## src/rtl/con4_pkg.sv

```systemverilog
// Shared types for the Connect-4 board writer: board geometry, cell colours, FSM states.
package con4_pkg;

  localparam int ROWS = 6;
  localparam int COLS = 7;

  typedef enum logic [1:0] {
    EMPTY  = 2'b00,
    RED    = 2'b01,
    YELLOW = 2'b10
  } cell_t;

  // Row 0 is the top of the board, row ROWS-1 the bottom.
  typedef cell_t [0:ROWS-1][0:COLS-1] board_t;

  typedef enum logic [1:0] {
    ST_IDLE,
    ST_SCAN,
    ST_WRITE
  } state_t;

endpackage

```

## src/rtl/con4_board_writer_if.sv

```systemverilog
// Drop-request handshake, frame pulse and board/status outputs between game logic, VGA path and writer.
interface con4_board_writer_if;
  import con4_pkg::*;

  logic              drop_valid;
  logic [2:0]        drop_col;
  logic [1:0]        drop_player;
  logic              drop_ready;
  logic              clear;
  logic              frame_start;
  logic              done;
  logic              rejected;
  logic [2:0]        landed_row;
  logic [COLS-1:0]   col_full;
  logic              board_full;
  board_t            board;

  modport master (
    output drop_valid, drop_col, drop_player, clear, frame_start,
    input  drop_ready, done, rejected, landed_row, col_full, board_full, board
  );

  modport slave (
    input  drop_valid, drop_col, drop_player, clear, frame_start,
    output drop_ready, done, rejected, landed_row, col_full, board_full, board
  );

endinterface

```

## src/rtl/con4_board_writer.sv

```systemverilog
// Connect-4 board owner: drops pieces into a shadow board and commits it to the
// displayed board only on frame_start, so a frame never shows a half-updated board.
//
// state    | meaning
// ST_IDLE  | waiting for a drop request
// ST_SCAN  | walking the latched column bottom-up for the first empty cell
// ST_WRITE | placing the piece at row_q in the shadow board
module con4_board_writer
  import con4_pkg::*;
(
  input logic               clk,
  input logic               rst,
  con4_board_writer_if.slave bus
);

  localparam logic [2:0] COL_MAX = 3'(COLS - 1);
  localparam logic [2:0] ROW_BOT = 3'(ROWS - 1);

  state_t          state_q;
  logic [2:0]      row_q;
  logic [2:0]      col_q;
  cell_t           player_q;
  board_t          shadow_q;
  board_t          board_q;
  logic            dirty_q;
  logic            done_q;
  logic            rejected_q;
  logic [2:0]      landed_row_q;

  logic            req_bad_d;
  cell_t           scan_cell_d;
  logic [COLS-1:0] col_full_d;

  always_comb begin
    req_bad_d   = (bus.drop_col > COL_MAX) || (bus.drop_player == 2'b00) ||
                  (bus.drop_player == 2'b11);
    scan_cell_d = shadow_q[row_q][col_q];
    col_full_d  = '0;
    for (int c = 0; c < COLS; c++) begin
      col_full_d[c] = (shadow_q[0][c] != EMPTY);
    end
  end

  assign bus.drop_ready = (state_q == ST_IDLE) & ~bus.clear & ~rst;
  assign bus.done       = done_q;
  assign bus.rejected   = rejected_q;
  assign bus.landed_row = landed_row_q;
  assign bus.col_full   = col_full_d;
  assign bus.board_full = &col_full_d;
  assign bus.board      = board_q;

  always_ff @(posedge clk) begin
    if (rst) begin
      state_q      <= ST_IDLE;
      row_q        <= '0;
      col_q        <= '0;
      player_q     <= EMPTY;
      shadow_q     <= '{default: EMPTY};
      board_q      <= '{default: EMPTY};
      dirty_q      <= 1'b0;
      done_q       <= 1'b0;
      rejected_q   <= 1'b0;
      landed_row_q <= '0;
    end else begin
      done_q     <= 1'b0;
      rejected_q <= 1'b0;

      // Commit takes the shadow as it was before this edge; a write or clear
      // on the same edge re-sets dirty below so it lands on the next frame.
      if (bus.frame_start && dirty_q) begin
        board_q <= shadow_q;
        dirty_q <= 1'b0;
      end

      if (bus.clear) begin
        shadow_q <= '{default: EMPTY};
        dirty_q  <= 1'b1;
        state_q  <= ST_IDLE;
      end else begin
        case (state_q)
          ST_IDLE: begin
            if (bus.drop_valid) begin
              if (req_bad_d) begin
                rejected_q <= 1'b1;
              end else begin
                col_q    <= bus.drop_col;
                player_q <= cell_t'(bus.drop_player);
                row_q    <= ROW_BOT;
                state_q  <= ST_SCAN;
              end
            end
          end
          ST_SCAN: begin
            if (scan_cell_d == EMPTY) begin
              state_q <= ST_WRITE;
            end else if (row_q != 3'd0) begin
              row_q <= row_q - 3'd1;
            end else begin
              rejected_q <= 1'b1;
              state_q    <= ST_IDLE;
            end
          end
          ST_WRITE: begin
            shadow_q[row_q][col_q] <= player_q;
            dirty_q                <= 1'b1;
            landed_row_q           <= row_q;
            done_q                 <= 1'b1;
            state_q                <= ST_IDLE;
          end
          default: state_q <= ST_IDLE;
        endcase
      end
    end
  end

endmodule

```

## src/flat_wrapper.sv

```systemverilog
// flat-port wrapper written by rule: the top's interface ports become plain ports
module con4_board_writer_flat import con4_pkg::*;
  (clk, rst, bus_drop_valid, bus_drop_col, bus_drop_player, bus_clear, bus_frame_start, bus_drop_ready, bus_done, bus_rejected, bus_landed_row, bus_col_full, bus_board_full, bus_board);
  con4_board_writer_if bus_i ();
  input logic clk;
  input logic rst;
  input wire logic [$bits(bus_i.drop_valid)-1:0] bus_drop_valid;
  input wire logic [$bits(bus_i.drop_col)-1:0] bus_drop_col;
  input wire logic [$bits(bus_i.drop_player)-1:0] bus_drop_player;
  input wire logic [$bits(bus_i.clear)-1:0] bus_clear;
  input wire logic [$bits(bus_i.frame_start)-1:0] bus_frame_start;
  output wire logic [$bits(bus_i.drop_ready)-1:0] bus_drop_ready;
  output wire logic [$bits(bus_i.done)-1:0] bus_done;
  output wire logic [$bits(bus_i.rejected)-1:0] bus_rejected;
  output wire logic [$bits(bus_i.landed_row)-1:0] bus_landed_row;
  output wire logic [$bits(bus_i.col_full)-1:0] bus_col_full;
  output wire logic [$bits(bus_i.board_full)-1:0] bus_board_full;
  output wire logic [$bits(bus_i.board)-1:0] bus_board;
  assign bus_i.drop_valid = bus_drop_valid;
  assign bus_i.drop_col = bus_drop_col;
  assign bus_i.drop_player = bus_drop_player;
  assign bus_i.clear = bus_clear;
  assign bus_i.frame_start = bus_frame_start;
  assign bus_drop_ready = bus_i.drop_ready;
  assign bus_done = bus_i.done;
  assign bus_rejected = bus_i.rejected;
  assign bus_landed_row = bus_i.landed_row;
  assign bus_col_full = bus_i.col_full;
  assign bus_board_full = bus_i.board_full;
  assign bus_board = bus_i.board;
  con4_board_writer u_core (.clk(clk), .rst(rst), .bus(bus_i));
endmodule
```

## config.mk

```make
export PLATFORM = sky130hd
export DESIGN_NAME = con4_board_writer_flat
export DESIGN_NICKNAME = d
export VERILOG_FILES = /design/src/rtl/con4_pkg.sv /design/src/rtl/con4_board_writer_if.sv /design/src/rtl/con4_board_writer.sv /design/src/flat_wrapper.sv
export SDC_FILE = /design/constraint.sdc
export NUM_CORES = 1
export LEC_CHECK = 0
export ABC_AREA = 1
export CORE_UTILIZATION = 45
export DETAILED_ROUTE_END_ITERATION = 10
export PLACE_DENSITY = 0.68
export SYNTH_ARGS = -nofsm -noshare
export SYNTH_HDL_FRONTEND = slang
export SYNTH_SLANG_ARGS = --single-unit
```

## constraint.sdc

```tcl
create_clock -name clk -period 4.94 [get_ports clk]
set_input_delay 0.494 -clock clk [delete_from_list [all_inputs] [get_ports clk]]
set_output_delay 0.494 -clock clk [all_outputs]
set_load 0.01 [all_outputs]
```

* After elaboration in Yosys (flattened, before gate mapping)
Index checks and enable logic that the tools add are counted.
Cells by class: reduce and logical (&&, ||, !) cells 24, equality and inequality tests 8, multiplexer cells 30, $lt $le $gt $ge 5, add/subtract/negate cells 1, bitwise logic cells 7
Operators by type and width (count):
- bitwise mux 84 bit | 1
- binary-select mux 14 bit (select 3 bit) | 1
- demux 14 bit (select 3 bit) | 1
- 2-to-1 mux 14 bit | 3
- nonzero test 2 bit | 8
- 2-to-1 mux 2 bit | 7
- 2-to-1 mux 3 bit | 4
- greater-or-equal comparator 4 bit (second input constant) | 2
- less-than comparator 4 x 1 -> 1 bit (second input constant) | 2
- 2-to-1 mux 1 bit | 8
- inverter 3 -> 4 bit | 2
- AND reduction 7 bit | 1
- binary-select mux 2 bit (select 3 bit) | 1
- demux 2 bit (select 3 bit) | 1
- logical NOT 2 bit | 3
- inequality test 2 bit (second input constant) | 3
- case mux 3 bit (2 select lines) | 1
- AND reduction 6 bit | 1
- nonzero test 3 bit | 2
- equality test 2 bit (second input constant) | 2
- case mux 2 bit (2 select lines) | 1
- AND reduction 4 bit | 1
- greater-than comparator 3 bit (second input constant) | 1
- logical AND 1 bit | 3
- other kinds (11) | 15
Word-level totals: output and inout bits 98, register bits after elaboration 184

* Longest topological paths before layout
Gate-level depths: netlist (run 1).
word-level depth 10, depth in mapped cells 16

* Worst setup path before layout (run 1)
OpenSTA, ideal clock, no wires.
path kind input-to-output, from input rst, to output bus_drop_ready, stages on the path 4, buffers on the path 1, arrival time 1313 ps, path slack 3133 ps, data required time 4446 ps, path through nor2_1 clkbuf_1 nand2_1 nor2_1
Between the ends: word-level cells in the longest chain between the ends 2
RTL lines:
- start: declaration | RTL line flat_wrapper.sv:6 | input logic rst;
- inverter 1 bit | RTL line con4_board_writer.sv:44 | assign bus.drop_ready = (state_q == ST_IDLE) & ~bus.clear & ~rst;
- bitwise AND 1 bit | RTL line con4_board_writer.sv:44
- end: declaration | RTL line flat_wrapper.sv:12 | output wire logic [$bits(bus_i.drop_ready)-1:0] bus_drop_ready;
Every way passes these cells.

* Worst setup path after layout (run 1)
from register u_core.row_q[0], to register u_core.row_q[1]
Between the ends: word-level cells in the longest chain between the ends 10, elaborated cells on any way between the ends 16, those cells by class 1 x add/sub; 2 x eq/ne; 9 x mux; 1 x bitwise; 3 x reduce/logical
RTL lines:
- start: declaration | RTL line con4_board_writer.sv:20 | logic [2:0] row_q;
- start signal: assignment | RTL line con4_board_writer.sv:97 | row_q <= row_q - 3'd1;
- inverter 3 -> 4 bit (implied by the code) | RTL line con4_board_writer.sv:37 | scan_cell_d = shadow_q[row_q][col_q];
- binary-select mux 14 bit (select 3 bit) | RTL line con4_board_writer.sv:37
- 2-to-1 mux 14 bit (implied by the code) (2 in series) | RTL line con4_board_writer.sv:37
- binary-select mux 2 bit (select 3 bit) | RTL line con4_board_writer.sv:37
- 2-to-1 mux 2 bit (implied by the code) (2 in series) | RTL line con4_board_writer.sv:37
- logical NOT 2 bit | RTL line con4_board_writer.sv:94 | if (scan_cell_d == EMPTY) begin
- inequality test 2 bit (no line)
- AND reduction 6 bit (no line)
Parallel ways exist; a longest one is shown, timed or not. The select of a mux whose other input is x is not followed. A chain may end at the register's enable or synchronous reset.

==> reports/metrics.cfg, run 1 <==
[min_path]
hp-class = flop to flop

[logic_synthesis]
syn_nets = 995
synth-seq-cells = 184
syn_inst = 983
ys_types = 32
ys_warn_count = 0
syn-cell-area_um2 = 7340
synthArstFlopShare_pct = 0
synth-main-ff-cell = dfxtp_1
synth_area_per_cell_um2 = 7.46
synth_edf_count = 0
yosysSeqAreaShare_pct = 50.2

[critical_path]
r2r_setup_slack_ns = 2.46
crit_path_frequent_cell = nand2_1
crit_path_end = u_core.row_q[1]
crit_chain = inv_4 -> nand3_2 -> inv_2 -> nand2_1 -> nand2_1 -> o21ai_1 -> nand2_1 -> nor2_1 -> nand4_2 -> nand2_1 -> inv_1 -> nor2_1 -> nor2_1
critPathBufInv = 3
r2r-start = u_core.row_q[0]
critPathKind = flop to flop
crit_family = simple AND/OR/NAND/NOR gates
end_kind = flop
cp.arrival_ns = 2.80
crit_start = u_core.row_q[0]
required_ns = 5.26
worstSetupStartpointType = flop
worst-path-stages = 13
critPathMaxStageDelay_ns = 0.81
timing.rr.end = u_core.row_q[1]
crit_path_top_delay_cell = dfxtp_2
ff2ff_path_depth = 13
path_max_fanout = 40

[clock_network]
post_cts_buffers = 0
clock-root-buffer = clkbuf_16
path_clk_slew_ns = 0.07
cts_tree = built
insertion_delay_ns = 0.43
cts_hold_buf = 0
post_cts_resized = 0
clock_path_buffers = 2
htree_levels = 4
cts_buffers = 17
cts_sinks = 184

[status]
status = finished, final reports clean

[place]
place_ws_ns = 2.42
port_buffers = 107
place.gp.congestion = 0.974
hpwl_um = 14400

[drt]
post_drt_wl_per_cell_um = 16.1
vias_per_cell = 5.30
vias = 6820
drt-total-wl_um = 20800
drc_errors = 0
ant_nets = 0
drt_pre_antenna_iters = 5
drt_iter0_markers = 623

[global_routing]
globalRouteTotalUtil_pct = 25.5
grt_pass1_vias = 6340
overflow = 0
grt_max_degree = 94
antenna_found_initial = 0
grt_first_pass_wirelength_um = 32900

[timing]
setup_slack_ns = 2.46
hold_viol_final = 0
tns_ns = 0
skew_ns = 0.00860
slew_violations = 0
min_period_over_period_pct = 50.2
relSlewSlack_pct = 21.1
setup-violations-final = 0
max_freq_ghz = 0.403
min_period_ns = 2.48
rsz0062_at_grt = false
worstMarginPinSlew_ns = 1.18

[finish]
nNetsFinal = 1070
drive_above_1_share_pct = 5.23
final_cell_mix = dfxtp_1, o21ai_0, nor2_1
final_common_cell = dfxtp_1
syn2layout_area_growth_pct = 23.8
n_antenna_cell = 0

[floorplan]
start_util_pct = 46.2
coreArea_um2 = 15900
die_area_um2 = 16800
top_level_ports = 108
die_x_um = 130
die_h_um = 130
rows = 46

[power_and_ir_drop]
power_frac_comb_pct = 9.7
internal-power_w = 0.00244
pwr-share-clk_pct = 42.2
seqPwrFrac_pct = 48.1
p_sw_share_pct = 25.1
power.switching_w = 0.000820
p_leak_nw = 3.46
p_per_area_nw_per_um2 = 359
ir_worst_vdd_mv = 0.234

[flow_run]
maxCapViolations = 0

worst min-delay path, stage by stage (launching register included):
cell and delay (ns):
dfxtp_1 0.32, inv_1 0.05, a21oi_1 0.05
final cells by class:
class / count / area, um^2
sequential: 184 / 3680
multi-input combinational: 663 / 3110
tap: 216 / 270
clock inverter: 12 / 143
fill: 1520 / 6800
inverter: 78 / 297
timing repair buffer: 114 / 1120
clock buffer: 20 / 457
layer usage:
layer / vias to the layer above / GRT usage, % / part of all wire (%)
li1: 3421 / - / -
met1: 3107 / 33.4 / 45
met2: 255 / 40.4 / 46
met3: 37 / 6.60 / 6.5
met4: 0 / 9.44 / 2.2
met5: - / 0 / 0
flip-flops by register name, summed over array words and instances (netlist names), 2 cells and up:
signal / count
u_core.shadow_q: 84
u_core.player_q: 2
u_core.bus.board: 84
u_core.state_q: 2
u_core.row_q: 3
u_core.bus.landed_row: 3
u_core.col_q: 3
cell usage after synthesis (6+ instances only):
cell type  count  share of area (%)
nor2_1       158                8.1
nand2_1      111                5.7
o21ai_1       13               0.89
nor3_1         6               0.41
a211oi_1       7               0.72
a21oi_1      134                9.1
clkbuf_1      43                2.2
nand4_1       12                1.0
dfxtp_1      184                 50
inv_1         72                3.7
o211ai_1      10                1.0
o21ai_0      171                 12
nand3_1       23                1.6
buf_4          7               0.72
cells by family after synthesis:
kind of cell	Yosys count	share of synthesized area, %
adder cells (fa/ha/maj)	2	0.341
XOR/XNOR	1	0.119
AND/OR/NAND/NOR	323	18.2
buffers and inverters	136	7.54
AO/OA/AOI/OAI	337	23.6
flip-flops	184	50.2
stage by stage:
step	hold WS, ns	area (um^2)	std cells	utilization (%)	power, W
final	0.456	9080	1287	57.2	0.00326
after detailed placement	0.444	8480	1255	53.4	0.00192
after CTS	0.454	9080	1287	57.2	0.00328
after global routing	0.485	9080	1287	57.2	0.00339
after floorplan	0.433	7340	983	-	0.00179
after global placement	0.435	8480	1255	53.4	0.00192
worst min-delay path by stage:
stage | cells after the start | slack [ns] | endpoint | from
finish | 2 | 0.46 | u_core.bus.landed_row[2] | u_core.bus.landed_row[2]
global route | 2 | 0.48 | u_core.bus.landed_row[1] | u_core.bus.landed_row[1]
CTS | 2 | 0.45 | u_core.bus.landed_row[2] | u_core.bus.landed_row[2]
detailed placement | 2 | 0.44 | u_core.bus.landed_row[2] | u_core.bus.landed_row[2]
global placement | 2 | 0.43 | u_core.bus.landed_row[2] | u_core.bus.landed_row[2]
floorplan | 2 | 0.43 | u_core.bus.board[26] | u_core.shadow_q[26]
power by group through the flow:
stage,sequential (W),clock [W],combinational [W]
floorplan,0.00161,0,0.000180
global placement,0.00160,0,0.000314
detailed placement,0.00160,0,0.000315
CTS,0.00157,0.00139,0.000317
global route,0.00158,0.00146,0.000352
finish,0.00157,0.00138,0.000317
No activity file was read; power rests on OpenSTA's default activity.
==> inputs of run 2 (changes only) <==
Settings changed: PLACE_DENSITY 0.68 to 0.71.
Clock period 4.94 ns to 2.05 ns, I/O delays scaled along.
==> run 2 against run 1 <==
Combinational power increased to 2.8 times the previous value; first-iteration DRC count decreased by 5.6%; clock power increased by 140%; utilization up 2.6 points; critical endpoint is now u_core.row_q[0]; global-route usage rose by 0.83 points; flip-flop and latch count did not move; critical path type unchanged; final cell count is 2.6% higher; wire length up 4.7%.
==> reports/metrics.cfg, run 2 (synthesis gave the netlist of run 1 again) <==
[global_routing]
antenna_found_initial = 0  ; unchanged
grt_first_pass_wirelength_um = 33700  ; was 32900 um
grt_max_degree = 92  ; was 94
grt_pass1_vias = 6364  ; was 6340
globalRouteTotalUtil_pct = 26.3  ; was 25.5%
overflow = 0  ; unchanged

[timing]
relSlewSlack_pct = 56.8  ; was 21.1%
min_period_over_period_pct = 94.8  ; was 50.2%
skew_ns = 0.00974  ; was 0.00860 ns
max_freq_ghz = 0.515  ; was 0.403 GHz
min_period_ns = 1.94  ; was 2.48 ns
worstMarginPinSlew_ns = 0.644  ; was 1.18 ns
hold_viol_final = 0  ; unchanged
setup-violations-final = 0  ; unchanged
slew_violations = 0  ; unchanged

[floorplan]
die_x_um = 130  ; unchanged
coreArea_um2 = 15900  ; unchanged
start_util_pct = 46.2  ; unchanged
die_h_um = 130  ; unchanged
die_area_um2 = 16800  ; unchanged
top_level_ports = 108  ; unchanged
rows = 46  ; unchanged

[power_and_ir_drop]
p_leak_nw = 3.68  ; was 3.46 nW
ir_worst_vdd_mv = 0.613  ; was 0.234 mV
p_per_area_nw_per_um2 = 846  ; was 359 nW/um^2

[clock_network]
clock_path_buffers = 2  ; unchanged
cts_buffers = 17  ; unchanged
path_clk_slew_ns = 0.07  ; about the same
cts_hold_buf = 0  ; unchanged
cts_tree = built  ; unchanged
clock-root-buffer = clkbuf_16  ; unchanged
htree_levels = 4  ; unchanged
insertion_delay_ns = 0.44  ; was 0.43 ns
cts_sinks = 184  ; unchanged

[drt]
vias_per_cell = 5.34  ; was 5.30
drt-total-wl_um = 21800  ; was 20800 um
drt_pre_antenna_iters = 7  ; was 5
vias = 7043  ; was 6820
drt_iter0_markers = 588  ; was 623
drc_errors = 0  ; unchanged
post_drt_wl_per_cell_um = 16.5  ; was 16.1 um
ant_nets = 0  ; unchanged

[finish]
drive_above_1_share_pct = 9.15  ; was 5.23%
final_cell_mix = dfxtp_1, o21ai_0, nor2_1  ; unchanged
syn2layout_area_growth_pct = 29.5  ; was 23.8%
final_common_cell = dfxtp_1  ; unchanged
multi_input_area_um2 = 3150  ; was 3110 um^2
n_antenna_cell = 0  ; unchanged
ff_latch_area_um2 = 3690  ; was 3680 um^2
nNetsFinal = 1103  ; was 1070
fillCellCount = 1464  ; was 1520
design_area_um2 = 9500  ; was 9080 um^2
fin_util_pct = 59.8  ; was 57.2%

[critical_path]
worstSetupStartpointType = flop  ; unchanged
required_ns = 2.39  ; was 5.26 ns
cp.arrival_ns = 2.28  ; was 2.80 ns
path_max_fanout = 7  ; was 40
critPathKind = flop to flop  ; unchanged
end_kind = flop  ; unchanged

[min_path]
hp-class = input pin to flop  ; was flop to flop

[flow_run]
maxCapViolations = 0  ; unchanged

[place]
port_buffers = 107  ; unchanged
postPlaceCellArea_um2 = 8760  ; was 8480 um^2
hpwl_um = 15500  ; was 14400 um
place.gp.congestion = 0.955  ; was 0.974

[status]
status = finished, final reports clean  ; unchanged

## run 2: stage by stage
step | std cells | setup TNS [ns] | total power, W | hold WS [ns] | setup WS [ns]
2_1_floorplan | 983 | 0 | 0.00431 | 0.274 | 0.420
3_3_place_gp | 1282 | 0 | 0.00469 | 0.437 | 0.0887
3_5_place_dp | 1282 | 0 | 0.00469 | 0.441 | 0.0585
4_1_cts | 1314 | 0 | 0.00801 | 0.373 | 0.0466
5_1_grt | 1320 | -0.0436 | 0.00830 | 0.390 | -0.0245
6_report | 1320 | 0 | 0.00803 | 0.387 | 0.107
## run 2: cell type report
| class | instances | area share (%) |
|---|---|---|
| well taps | 216 | 2.84 |
| inverters | 78 | 3.23 |
| multi-input cells | 663 | 33.2 |
| repair buffers | 147 | 15.6 |
| clock buffers | 18 | 4.62 |
| flip-flops and latches | 184 | 38.8 |
| clock inverters | 14 | 1.70 |
## run 2: path summary, 6_finish.rpt
kind,startpoint,to,slack (ns),depth (start not counted)
setup reg to reg,u_core.row_q[0],u_core.row_q[0],0.11,14
setup / recovery,u_core.row_q[0],u_core.row_q[0],0.11,14
hold reg to reg,u_core.bus.landed_row[2],u_core.bus.landed_row[2],0.45,2
hold / removal,bus_drop_valid,u_core.bus.rejected,0.39,3
## run 2: where the power goes
group | leakage, nW | switching, W | total, W | internal [W]
sequential | 1.50 | 0.0000761 | 0.00376 | 0.00369
clock | 0.291 | 0.00151 | 0.00337 | 0.00186
combinational | 1.90 | 0.000506 | 0.000900 | 0.000395
## run 2: metal layers
metal  wire [um]  global-route usage [%]  up-vias
met5           0                       0        -
met3        1120                    4.22       36
met2       10200                    42.5      218
li1            -                       -     3500
met4         580                    10.7        0
met1        9830                    35.1     3289
## run 2: timing repair
item	in CTS	in global routing
hold endpoints to repair	0	0
endpoints found under the setup margin	1	6
gates cloned	0	1
pin swaps	0	2
gates resized for setup	2	23
setup buffers	0	5
## run 2: critical path: stages, from the launching register on
cell and delay, ns:
dfxtp_4 0.48, inv_8 0.06, buf_4 0.15, nand3_4 0.08, inv_4 0.06, nand2_1 0.08
nand2_1 0.06, o21ai_1 0.12, nand2_1 0.06, nor2_1 0.22, nand4_2 0.18, nand2_1 0.11
inv_1 0.05, nor2_1 0.09, nor2_1 0.04
==> inputs of run 3 (changes only) <==
Settings changed: ABC_AREA 1 to not set, CORE_UTILIZATION 45 to 49, PLACE_DENSITY 0.71 to 0.76.
==> run 3 against run 2 <==
The run now ends with setup timing left; final cell count up 1.6%; non-clock buffer count up 54; die area down 4.2%; flip-flop and latch count unchanged; hold slack worse by 0.038 ns; setup slack worse by 0.34 ns; via count up 7.8%; total power down 11%; final area up 4.5%; wire length up 8.5%; fmax down 15%; critical path type unchanged; largest cell class unchanged.
==> reports/metrics.cfg, run 3 <==
[drt]
ant_nets = 0  ; unchanged
drc_errors = 0  ; unchanged
drt_pre_antenna_iters = 5  ; was 7
post_drt_wl_per_cell_um = 17.6  ; was 16.5 um
vias = 7591  ; was 7043
drt-total-wl_um = 23600  ; was 21800 um
drt_iter0_markers = 742  ; was 588
vias_per_cell = 5.66  ; was 5.34

[logic_synthesis]
ys_types = 59  ; was 32
yosysMostFrequentCell = nand2_1  ; was dfxtp_1
synth_top_area_share_pct = 48.2  ; was 50.2%
synth-seq-cells = 184  ; unchanged
ys_warn_count = 0  ; unchanged
synth_area_per_cell_um2 = 7.59  ; was 7.46 um^2
syn-cell-area_um2 = 7650  ; was 7340 um^2
yosysSeqAreaShare_pct = 48.2  ; was 50.2%
yosys-top-cells-area = dfxtp_1, nand2_1, a21oi_1  ; was dfxtp_1, o21ai_0, a21oi_1
synth-main-ff-cell = dfxtp_1  ; unchanged
synth_edf_count = 0  ; unchanged
syn_nets = 1020  ; was 995
syn_inst = 1008  ; was 983
synth_commonest_cells = nand2_1, a21oi_1, dfxtp_1  ; was dfxtp_1, o21ai_0, nor2_1
synthArstFlopShare_pct = 0  ; unchanged
yosys.area.top_type = dfxtp_1  ; unchanged

[power_and_ir_drop]
power.switching_w = 0.00170  ; was 0.00209 W
ir_worst_vdd_mv = 0.635  ; was 0.613 mV
p_sw_share_pct = 23.9  ; was 26.0%
seqPwrFrac_pct = 50.5  ; was 46.9%
internal-power_w = 0.00543  ; was 0.00595 W
p_leak_nw = 3.24  ; was 3.68 nW
power_frac_comb_pct = 6.5  ; was 11.2%
pwr-share-clk_pct = 43.0  ; was 41.9%
p_per_area_nw_per_um2 = 718  ; was 846 nW/um^2

[critical_path]
crit_path_end = u_core.row_q[2]  ; was u_core.row_q[0]
crit_path_top_delay_cell = dfxtp_4  ; unchanged
required_ns = 2.37  ; was 2.39 ns
critPathKind = flop to flop  ; unchanged
critPathMaxStageDelay_ns = 0.38  ; was 0.48 ns
cp.arrival_ns = 2.60  ; was 2.28 ns
r2r-start = u_core.row_q[2]  ; was u_core.row_q[0]
crit_path_frequent_cell = buf_4  ; was nand2_1
r2r_setup_slack_ns = -0.23  ; was 0.11 ns
critPathBufInv = 3  ; was 4
timing.rr.end = u_core.row_q[2]  ; was u_core.row_q[0]
crit_chain = buf_4 -> nor2b_1 -> buf_4 -> a22oi_2 -> o21ai_1 -> o311ai_1 -> buf_4 -> nand3_4 -> and2_4 -> a2111oi_4  ; was inv_8 -> buf_4 -> nand3_4 -> inv_4 -> nand2_1 -> nand2_1 -> o21ai_1 -> nand2_1 -> nor2_1 -> nand4_2 -> nand2_1 -> inv_1 -> nor2_1 -> nor2_1
worst-path-stages = 10  ; was 14
worstSetupStartpointType = flop  ; unchanged
end_kind = flop  ; unchanged
path_max_fanout = 8  ; was 7
crit_family = compound AO/OA/AOI/OAI gates  ; was simple AND/OR/NAND/NOR gates
ff2ff_path_depth = 10  ; was 14
crit_start = u_core.row_q[2]  ; was u_core.row_q[0]

[finish]
nNetsFinal = 1155  ; was 1103
drive_above_1_share_pct = 13.9  ; was 9.15%
design_area_um2 = 9930  ; was 9500 um^2
fin_cells = 1341  ; was 1320
fillCellCount = 1363  ; was 1464
final_cell_mix = nand2_1, a21oi_1, dfxtp_1  ; was dfxtp_1, o21ai_0, nor2_1
n_antenna_cell = 0  ; unchanged
syn2layout_area_growth_pct = 29.8  ; was 29.5%
final_common_cell = nand2_1  ; was dfxtp_1

[global_routing]
use_met1_pct = 39.9  ; was 35.1%
overflow = 0  ; unchanged
globalRouteTotalUtil_pct = 30.0  ; was 26.3%
busiest_layer = met2  ; unchanged
antenna_found_initial = 0  ; unchanged
grt_pass1_vias = 6867  ; was 6364
grt_first_pass_wirelength_um = 37200  ; was 33700 um
grtUsageMet3_pct = 5.48  ; was 4.22%
use_met2_pct = 47.4  ; was 42.5%
grt_max_degree = 89  ; was 92

[clock_network]
insertion_delay_ns = 0.44  ; about the same
clock_path_buffers = 2  ; unchanged
htree_levels = 4  ; unchanged
cts_hold_buf = 0  ; unchanged
cts_sinks = 184  ; unchanged
clock-root-buffer = clkbuf_16  ; unchanged
path_clk_slew_ns = 0.06  ; was 0.07 ns
cts_tree = built  ; unchanged
cts_buffers = 17  ; unchanged

[timing]
hold_viol_final = 0  ; unchanged
holdWs_ns = 0.349  ; was 0.387 ns
max_freq_ghz = 0.439  ; was 0.515 GHz
skew_ns = 0.00967  ; was 0.00974 ns
setup-violations-final = 6  ; was 0
rsz0062_at_grt = true
tns_ns = -0.827  ; was 0 ns
min_period_ns = 2.28  ; was 1.94 ns
slew_violations = 0  ; unchanged
relSlewSlack_pct = 35.1  ; was 56.8%
worstMarginPinSlew_ns = 0.974  ; was 0.644 ns
min_period_over_period_pct = 111  ; was 94.8%
setup_slack_ns = -0.229  ; was 0.107 ns

[place]
port_buffers = 107  ; unchanged
dp.cells = 1304  ; was 1282
hpwl_um = 16300  ; was 15500 um
place.gp.congestion = 0.935  ; was 0.955
postPlaceCellArea_um2 = 9250  ; was 8760 um^2

[floorplan]
coreArea_um2 = 15200  ; was 15900 um^2
top_level_ports = 108  ; unchanged
start_util_pct = 50.3  ; was 46.2%
rows = 45  ; was 46
die_x_um = 127  ; was 130 um
die_h_um = 127  ; was 130 um
die_area_um2 = 16100  ; was 16800 um^2

[min_path]
hp-class = input pin to flop  ; unchanged

[status]
violations = setup timing
status = finished, violations left  ; was finished, final reports clean

[flow_run]
maxCapViolations = 0  ; unchanged

==> run 3: final cells by class <==
cell class	instances	area [um^2]	area share, %
flip-flops and latches	184	3700	37.3
multi-input cells	732	3640	36.7
repair buffers	201	1790	18.0
clock buffers	22	454	4.57
well taps	188	235	2.37
clock inverters	7	73.8	0.744
inverters	7	30.0	0.302
==> run 3: logic make-up after synthesis <==
| group | count (synthesis) | synth area share, % |
|---|---|---|
| xor+xnor | 1 | 0.115 |
| buf+inv | 92 | 5.11 |
| fa+ha+maj | 2 | 0.327 |
| compound gates | 278 | 20.0 |
| simple gates | 437 | 24.2 |
| mux | 14 | 2.05 |
| flops | 184 | 48.2 |
==> run 3: metal layers <==
metal  routed length, um  vias up
met5                   0        -
met1               10500     3597
met2               10800      254
li1                    -     3691
met4                 836        0
met3                1470       49
==> run 3: per-stage QoR <==
stage	setup slack (ns)	utilization (%)	power [W]
4_1_cts	-0.203	65.0	0.00713
6_report	-0.229	65.3	0.00713
3_5_place_dp	-0.448	60.8	0.00411
5_1_grt	-0.305	65.3	0.00732
2_1_floorplan	0.00517	-	0.00396
3_3_place_gp	-0.414	60.8	0.00411
==> run 3: worst min-delay path by stage <==
| stage | to | cells past startpoint | start |
|---|---|---|---|
| finish | u_core.player_q[1] | 3 | rst |
| global route | u_core.col_q[0] | 3 | bus_drop_col[0] |
| CTS | u_core.col_q[2] | 3 | rst |
| detailed placement | u_core.bus.board[60] | 2 | u_core.bus.board[60] |
| global placement | u_core.bus.board[52] | 2 | u_core.bus.board[52] |
| floorplan | u_core.player_q[0] | 1 | bus_drop_player[1] |
==> run 3: timing repair <==
action	4_1_cts	5_1_grt
gates cloned	0	0
setup endpoints to repair	7	7
pin swaps	4	4
setup buffers	7	1
resized for setup	18	16
==> run 3: worst min-delay path: cells and delay by family <==
| family | cells | cell delay (ns) |
|---|---|---|
| buffers and inverters | 2 | 0.37 |
| AO/OA/AOI/OAI | 1 | 0.17 |
==> run 3: power by group through the flow <==
| stage | clock, W | combinational [W] | sequential (W) |
|---|---|---|---|
| finish | 0.00306 | 0.000463 | 0.00360 |
| global route | 0.00322 | 0.000501 | 0.00360 |
| CTS | 0.00309 | 0.000446 | 0.00360 |
| detailed placement | 0 | 0.000426 | 0.00368 |
| global placement | 0 | 0.000427 | 0.00368 |
| floorplan | 0 | 0.000288 | 0.00367 |
